===== src/rtl/pwm_audio_dac_pkg.sv =====
// Shared constants for the PWM audio output stage and its prescaler.
package pwm_audio_dac_pkg;

    localparam int DATA_W_DEF = 8;
    localparam int VOL_W_DEF  = 3;
    localparam int CNT_MAX    = (1 << DATA_W_DEF) - 1;

    // Terminal count of a PWM counter of the given width.
    function automatic int cnt_max(input int width);
        return (1 << width) - 1;
    endfunction

endpackage


===== src/rtl/pwm_audio_dac_clk_en_div.sv =====
// Clock-enable divider (clk_en_div): one-cycle tick every PRESCALE clocks, held at phase 0 while hold=1.
module pwm_audio_dac_clk_en_div #(
    parameter int PRESCALE = 1
) (
    input  logic clk,
    input  logic rst,
    input  logic hold,
    output logic tick
);

    localparam int PW = (PRESCALE > 1) ? $clog2(PRESCALE) : 1;
    localparam logic [PW-1:0] LAST = PW'(PRESCALE - 1);

    logic [PW-1:0] presc;

    assign tick = !hold && (presc == LAST);

    always_ff @(posedge clk or posedge rst) begin
        if (rst) begin
            presc <= '0;
        end else if (hold || tick) begin
            presc <= '0;
        end else begin
            presc <= presc + PW'(1);
        end
    end

endmodule


===== src/rtl/pwm_audio_dac.sv =====
// PWM audio output: one-entry skid buffer feeding one sample per PWM period, with attenuation and underrun flag.
module pwm_audio_dac
    import pwm_audio_dac_pkg::*;
#(
    parameter int DATA_W   = DATA_W_DEF,
    parameter int PRESCALE = 1,
    parameter int VOL_W    = VOL_W_DEF
) (
    input  logic              clk,
    input  logic              rst,
    input  logic [DATA_W-1:0] s_data,
    input  logic              s_valid,
    output logic              s_ready,
    input  logic              enable,
    input  logic [VOL_W-1:0]  vol,
    input  logic              clr_underrun,
    output logic              pwm_out,
    output logic              amp_en,
    output logic              period_start,
    output logic              underrun
);

    localparam logic [DATA_W-1:0] CNT_TOP = DATA_W'(cnt_max(DATA_W));

    function automatic logic [DATA_W-1:0] attenuate(input logic [DATA_W-1:0] s,
                                                    input logic [VOL_W-1:0]  v);
        return s >> v;
    endfunction

    logic [DATA_W-1:0] sample_buf;
    logic              buf_full;
    logic [DATA_W-1:0] duty;
    logic [DATA_W-1:0] cnt;
    logic              tick;
    logic              boundary;
    logic              accept;

    assign s_ready  = !buf_full;
    assign accept   = s_valid && !buf_full;
    assign boundary = tick && (cnt == CNT_TOP);

    pwm_audio_dac_clk_en_div #(
        .PRESCALE(PRESCALE)
    ) u_div (
        .clk (clk),
        .rst (rst),
        .hold(!enable),
        .tick(tick)
    );

    // Buffered sample carries no reset; buf_full alone says whether it is meaningful.
    always_ff @(posedge clk) begin
        if (accept) begin
            sample_buf <= s_data;
        end
    end

    // Accept and load are mutually exclusive: accept needs an empty buffer, load a full one.
    always_ff @(posedge clk or posedge rst) begin
        if (rst) begin
            buf_full <= 1'b0;
            duty     <= '0;
        end else if (accept) begin
            buf_full <= 1'b1;
        end else if (boundary && buf_full) begin
            duty     <= attenuate(sample_buf, vol);
            buf_full <= 1'b0;
        end
    end

    // Idle counter parks at the top so the first tick after enable is a boundary.
    always_ff @(posedge clk or posedge rst) begin
        if (rst) begin
            cnt <= CNT_TOP;
        end else if (!enable) begin
            cnt <= CNT_TOP;
        end else if (tick) begin
            cnt <= cnt + DATA_W'(1);
        end
    end

    always_ff @(posedge clk or posedge rst) begin
        if (rst) begin
            pwm_out      <= 1'b0;
            amp_en       <= 1'b0;
            period_start <= 1'b0;
        end else begin
            pwm_out      <= enable && (cnt < duty);
            amp_en       <= enable;
            period_start <= boundary;
        end
    end

    // A starving boundary takes priority over a clear in the same cycle.
    always_ff @(posedge clk or posedge rst) begin
        if (rst) begin
            underrun <= 1'b0;
        end else if (boundary && !buf_full) begin
            underrun <= 1'b1;
        end else if (clr_underrun) begin
            underrun <= 1'b0;
        end
    end

endmodule

===== config.mk =====
export PLATFORM = sky130hd
export DESIGN_NAME = pwm_audio_dac
export DESIGN_NICKNAME = d
export VERILOG_FILES = /design/src/rtl/pwm_audio_dac_pkg.sv /design/src/rtl/pwm_audio_dac_clk_en_div.sv /design/src/rtl/pwm_audio_dac.sv
export SDC_FILE = /design/constraint.sdc
export NUM_CORES = 1
export LEC_CHECK = 0
export ABC_AREA = 1
export CORE_MARGIN = 2
export CORE_UTILIZATION = 45
export CTS_BUF_LIST = sky130_fd_sc_hd__clkbuf_4 sky130_fd_sc_hd__clkbuf_8
export DETAILED_ROUTE_END_ITERATION = 8
export PLACE_DENSITY = 0.77
export SLEW_MARGIN = 20
export SYNTH_ARGS = -nofsm -noshare
export SYNTH_HDL_FRONTEND = slang
export SYNTH_HIERARCHICAL = 1
export SYNTH_SLANG_ARGS = --single-unit

===== constraint.sdc =====
create_clock -name clk -period 1.8 [get_ports clk]
set_input_delay 0.18 -clock clk [delete_from_list [all_inputs] [get_ports clk]]
set_output_delay 0.18 -clock clk [all_outputs]
set_load 0.005 [all_outputs]

==> qor.yml, run 1 <==
dp_hpwl_um: 2270
rsz0062_at_grt: "false"
syn2layout_area_growth_pct: 20.2
setup-tns-final_ns: 0
power_mw: 1.74
io_buffers: 20
worst_path_max_delay_cell: "clkdlybuf4s50_1"
clk-insertion-delay-late_ns: 0.33
synth-seq-area-share: 0.499
outcome: "complete, no violations"
grt.busiest_layer: "met2"
drc: 0
drt-vias-per-instance: 4.90
setup_viol: 0
first_pass_iters: 4
gp_congestion: 0.828
worstPathRequired_ns: 1.62
crit_path_start: "buf_full$_DFFE_PP0P_"
cp_max_fo: 5
clockBufferDepth: 2
nFillCells: 313
grt_antenna_before_repair: 0
register_area_um2: 801
crit_type: "flop to output port"
p_leak_nw: 0.912
final_common_cell: "nand2_1"
slowest_delay_ns: 0.50
vias: 1298
core_area_mm2: 0.00339
clk_pin_slew_worst_paths_ns: 0.09
cts.sinks: 30
wl_per_cell_um: 11.0
cts_hold_repair.buffers: 0
grt-ovfl-total: 0
cp_num_buf_inv: 2
worst_slack_ns: 0.253
multi_input_area_um2: 683
final_cell_mix: "nand2_1, nand3_1, inv_1, clkdlybuf4s50_1, dfrtp_1"
end_kind: "output port"
use_met2: 0.257
grtUsageMet1: 0.231
synth_top_area_frac: 0.218
ys_top_cells_by_area: "dfrtp_1, edfxtp_1, nand2_1, dfstp_2, nand3_1"
finalWirelength_um: 2910
pre_cts_ws_ns: 0.141
yosysTopAreaCell: "dfrtp_1"
cts_tree: "done"
irDropWorstVdd_mv: 0.529
chipHeight_um: 63.7
cts_resized: 0
cts_max_level: 2
critical_path.top_delay_family: "buffers and inverters"
grt_max_degree: 22
yosysWarnings: 6
hold_viol: 0
grt_pass1_wl_um: 5190
cp.arrival_ns: 1.37
syn_area_mm2: 0.00161
ioPinCount: 21
start_kind: "flop"
crit_chain: "inv_1 > clkdlybuf4s50_1"
syn_area_per_cell_um2: 8.54
hold_slack_ns: 0.0107
grt_use_total: 0.167
cts_buffers: 5
postCtsSetupBuffers: 0
worstHoldPathType: "primary input to async pin"
rows: 21
postSynthCellCount: 188
final_max_slew_viol_count: 0
final_layout_size_suffix_gt1_frac: 0.132
grt_util_met3: 0.0321
pwr_density_cell_mw_per_mm2: 901
fin_crit_ns: 1.55
initial_core_util: 0.474
drtIter0Drc: 68
die_x_um: 63.7
root_buffer: "clkbuf_4"
ys_types: 26
period_share: 0.860
first_global_vias: 1217
ys_seq_elements: 30
maxCapViolations: 0
num-nets-final: 242
n_antenna_cell: 0
ant_nets: 0
reg2reg_from: "cnt[1]$_DFFE_PP1P_"
dieArea_mm2: 0.00406
fin_skew_ns: 0.00886
syn_nets: 212
fmax_mhz: 646
## synthesized netlist by cell type
library cell,count
nand3b_1,2
ha_1,8
o21ai_1,3
o21ai_0,6
o21ai_2,2
buf_6,2
a21o_2,1
nor2_1,6
nand2_1,58
a21oi_1,7
o22ai_1,1
dfstp_2,8
nand2_4,1
conb_1,1
edfxtp_1,8
inv_1,24
nand3_4,1
dfrtp_1,14
nor2_4,1
nand3_2,1
inv_2,1
nand2_2,1
buf_2,1
nand3_1,26
nand4_1,3
nor2_2,1
## final cells by class
type                       count  area share
sequential                    30       0.415
multi-input combinational    130       0.354
timing repair buffer          26       0.127
inverter                      25      0.0486
tap                           46      0.0298
clock buffer                   5      0.0195
clock inverter                 3     0.00584
## worst register-to-register path, cell delays in order (launching register included)
cell and delay, ns:
dfstp_2 0.58, ha_1 0.21, nand3_2 0.11, nor2_4 0.14
nand3_4 0.17, inv_1 0.16, nand2_1 0.07, nand2_1 0.06
## stage by stage
| step | instances | area [um2] | util |
|---|---|---|---|
| 2_1_floorplan | 188 | 1610 | - |
| 3_3_place_gp | 257 | 1880 | 0.555 |
| 3_5_place_dp | 257 | 1880 | 0.555 |
| 4_1_cts | 265 | 1930 | 0.569 |
| 5_1_grt | 265 | 1930 | 0.569 |
| 6_report | 265 | 1930 | 0.569 |
## power breakdown
part	switching, mW	internal (mW)
Combinational	0.255	0.218
Clock	0.218	0.139
Sequential	0.0832	0.825
Total	0.556	1.18
## path summary, 6_finish.rpt
path | slack [ns] | depth (start not counted) | to
worst max-delay path | 0.25 | 2 | s_ready
worst min-delay path | 0.01 | 2 | u_div/presc$_DFF_PP0_
worst max register to register | 0.26 | 7 | duty[1]$_DFFE_PP0P_
worst min register to register | 0.49 | 2 | duty[2]$_DFFE_PP0P_
max in group asynchronous | 1.32 | 3 | cnt[1]$_DFFE_PP1P_
min in group clk | 0.41 | 1 | sample_buf[4]$_DFFE_PP_
## sequential cells by signal (all words and copies together), names as in the netlist
register / cells
cnt: 8
u_div/presc: 1
duty: 8
period_start: 1
buf_full: 1
underrun: 1
pwm_out: 1
sample_buf: 8
amp_en: 1
## kinds of logic (layout without fill, tap and decap cells)
| kind of cell | after synthesis | in the layout | synth area share |
|---|---|---|---|
| and+or+nand+nor | 101 | 101 | 0.291 |
| DFF | 30 | 30 | 0.499 |
| buffers and inverters | 28 | 59 | 0.0756 |
| AOI/OAI and AO/OA | 20 | 20 | 0.0701 |
| adders and majority gates | 8 | 8 | 0.0624 |
| other | 1 | 1 | 0.00234 |
## metal layers
layer,routed length (um),vias up
li1,-,674
met1,1420,589
met2,1310,27
met3,126,8
met4,59,0
met5,0,-
(Power assumes the default switching activity.)
==> run 2: changes to the inputs <==
--- a/config.mk
+++ b/config.mk
@@ -6,6 +6,7 @@
 export NUM_CORES = 1
 export LEC_CHECK = 0
 export ABC_AREA = 1
+export CAP_MARGIN = 20
 export CORE_MARGIN = 2
 export CORE_UTILIZATION = 45
 export CTS_BUF_LIST = sky130_fd_sc_hd__clkbuf_4 sky130_fd_sc_hd__clkbuf_8
==> results of run 2 <==
The final DEF is identical to that of run 1; final timing and power are the same.
==> run 3: changes to the inputs <==
==> constraint.sdc (replaced) <==
create_clock -name clk -period 1.89 [get_ports clk]
set_input_delay 0.189 -clock clk [delete_from_list [all_inputs] [get_ports clk]]
set_output_delay 0.189 -clock clk [all_outputs]
set_load 0.005 [all_outputs]
==> qor.yml, run 3 (synthesis gave the netlist of run 1 again) <==
outcome: "complete, no violations"
cp.arrival_ns: 1.37
crit_chain: "inv_1 > clkdlybuf4s50_1"
die_x_um: 63.7
cts_max_level: 2
ant_nets: 0
setup_viol: 0
fin_crit_ns: 1.56
syn2layout_area_growth_pct: 20.2
final_layout_size_suffix_gt1_frac: 0.132
cts_tree: "done"
ioPinCount: 21
irDropWorstVdd_mv: 0.475
reg2reg_from: "cnt[1]$_DFFE_PP1P_"
grt_max_degree: 22
pre_cts_ws_ns: 0.231
end_kind: "output port"
cts_hold_repair.buffers: 0
dieArea_mm2: 0.00406
wl_per_cell_um: 11.1
pwr-share-clk: 0.206
utilization: 0.569
layoutNonFillerInstCount: 265
initial_core_util: 0.474
n_antenna_cell: 0
drtIter0Drc: 59
worstPathRequired_ns: 1.70
slowest_delay_ns: 0.49
postCtsSetupBuffers: 0
worst_path_max_delay_cell: "clkdlybuf4s50_1"
worst_slack_ns: 0.332
final_common_cell: "nand2_1"
p_seq_frac: 0.520
clk-insertion-delay-late_ns: 0.33
pwr-share-comb: 0.273
largest_registers: "cnt: 8 flops, duty: 8 flops, sample_buf: 8 flops"
setup-tns-final_ns: 0
fin_skew_ns: 0.00696
period_share: 0.824
r2r_setup_slack_ns: 0.35
worstHoldPathType: "primary input to async pin"
p_leak_nw: 0.912
cts_resized: 0
nFillCells: 301
grt_antenna_before_repair: 0
hold_viol: 0
cp_num_buf_inv: 2
fmax_mhz: 642
drc: 0
maxCapViolations: 0
vias: 1309
first_global_vias: 1216
reg2reg_depth: 7
chipHeight_um: 63.7
p_int_mw: 1.13
clk_pin_slew_worst_paths_ns: 0.09
cts.sinks: 30
io_buffers: 20
core_area_mm2: 0.00339
root_buffer: "clkbuf_4"
switching_share: 0.322
dp.cells: 257
rsz0062_at_grt: "false"
multi_input_area_um2: 683
critical_path.top_delay_family: "buffers and inverters"
gp_congestion: 0.829
grt_use_total: 0.171
rows: 21
finalWirelength_um: 2930
final_cell_mix: "nand2_1, nand3_1, inv_1, clkdlybuf4s50_1, dfrtp_1"
first_pass_iters: 4
r2r-end: "duty[1]$_DFFE_PP0P_"
cp_max_fo: 5
start_kind: "flop"
grt_pass1_wl_um: 5230
crit_type: "flop to output port"
num-nets-final: 242
clockBufferDepth: 2
switching_power_uw: 536
register_area_um2: 801
pwr_density_cell_mw_per_mm2: 862
drt-vias-per-instance: 4.94
grt-ovfl-total: 0
cts_buffers: 5
dp_hpwl_um: 2270
final_max_slew_viol_count: 0
==> run 3: cell counts in the layout (fill, tap and decap cells not counted) <==
Identical to the previous run, type by type.
==> run 3: area by class of cell <==
cell class,instances,area share
sequential,30,0.415
multi-input combinational,130,0.354
timing repair buffer,26,0.127
inverter,25,0.0486
tap,46,0.0298
clock buffer,5,0.0195
clock inverter,3,0.00584
==> run 3: worst max path at each step <==
stage                    startpoint              endpoint  slack (ns)  cells after the start
3_5_place_dp                 enable   duty[0]$_DFFE_PP0P_        0.23                      9
6_report       buf_full$_DFFE_PP0P_               s_ready        0.33                      2
4_1_cts        buf_full$_DFFE_PP0P_               s_ready        0.31                      2
5_1_grt          cnt[1]$_DFFE_PP1P_   duty[1]$_DFFE_PP0P_        0.23                      7
3_3_place_gp                 enable   duty[0]$_DFFE_PP0P_        0.27                      9
2_1_floorplan    cnt[1]$_DFFE_PP1P_  buf_full$_DFFE_PP0P_        0.49                      7
==> run 3: metrics by stage <==
| step | hold slack, ns | power (mW) | cell area [um2] |
|---|---|---|---|
| floorplan | -0.0823 | 1.19 | 1610 |
| detailed placement | 0.366 | 1.34 | 1880 |
| CTS | 0.00571 | 1.68 | 1930 |
| finish | 0.0179 | 1.66 | 1930 |
| global placement | 0.362 | 1.32 | 1880 |
| global route | 0.0328 | 1.81 | 1930 |
==> run 3: power by group through the flow <==
stage	sequential (mW)	combinational (mW)	clock [mW]
floorplan	0.854	0.334	0
global placement	0.877	0.442	0
detailed placement	0.877	0.459	0
CTS	0.866	0.461	0.355
global route	0.878	0.544	0.391
finish	0.865	0.454	0.343
==> run 3: metal layers <==
layer  GRT usage  routed length (um)  share of wire  up-vias
met2       0.253                1310           0.45       32
li1            -                   -              -      675
met4      0.0788                  59          0.020        0
met5           0                   0              0        -
met3      0.0500                 146          0.050        7
met1       0.231                1420           0.48      595
==> run 3: worst reg2reg max path: cells and delay by family (launching register included) <==
kind / cells / cell delay [ns]
buffers and inverters: 1 / 0.16
and+or+nand+nor: 5 / 0.53
DFF: 1 / 0.58
adders and majority gates: 1 / 0.22
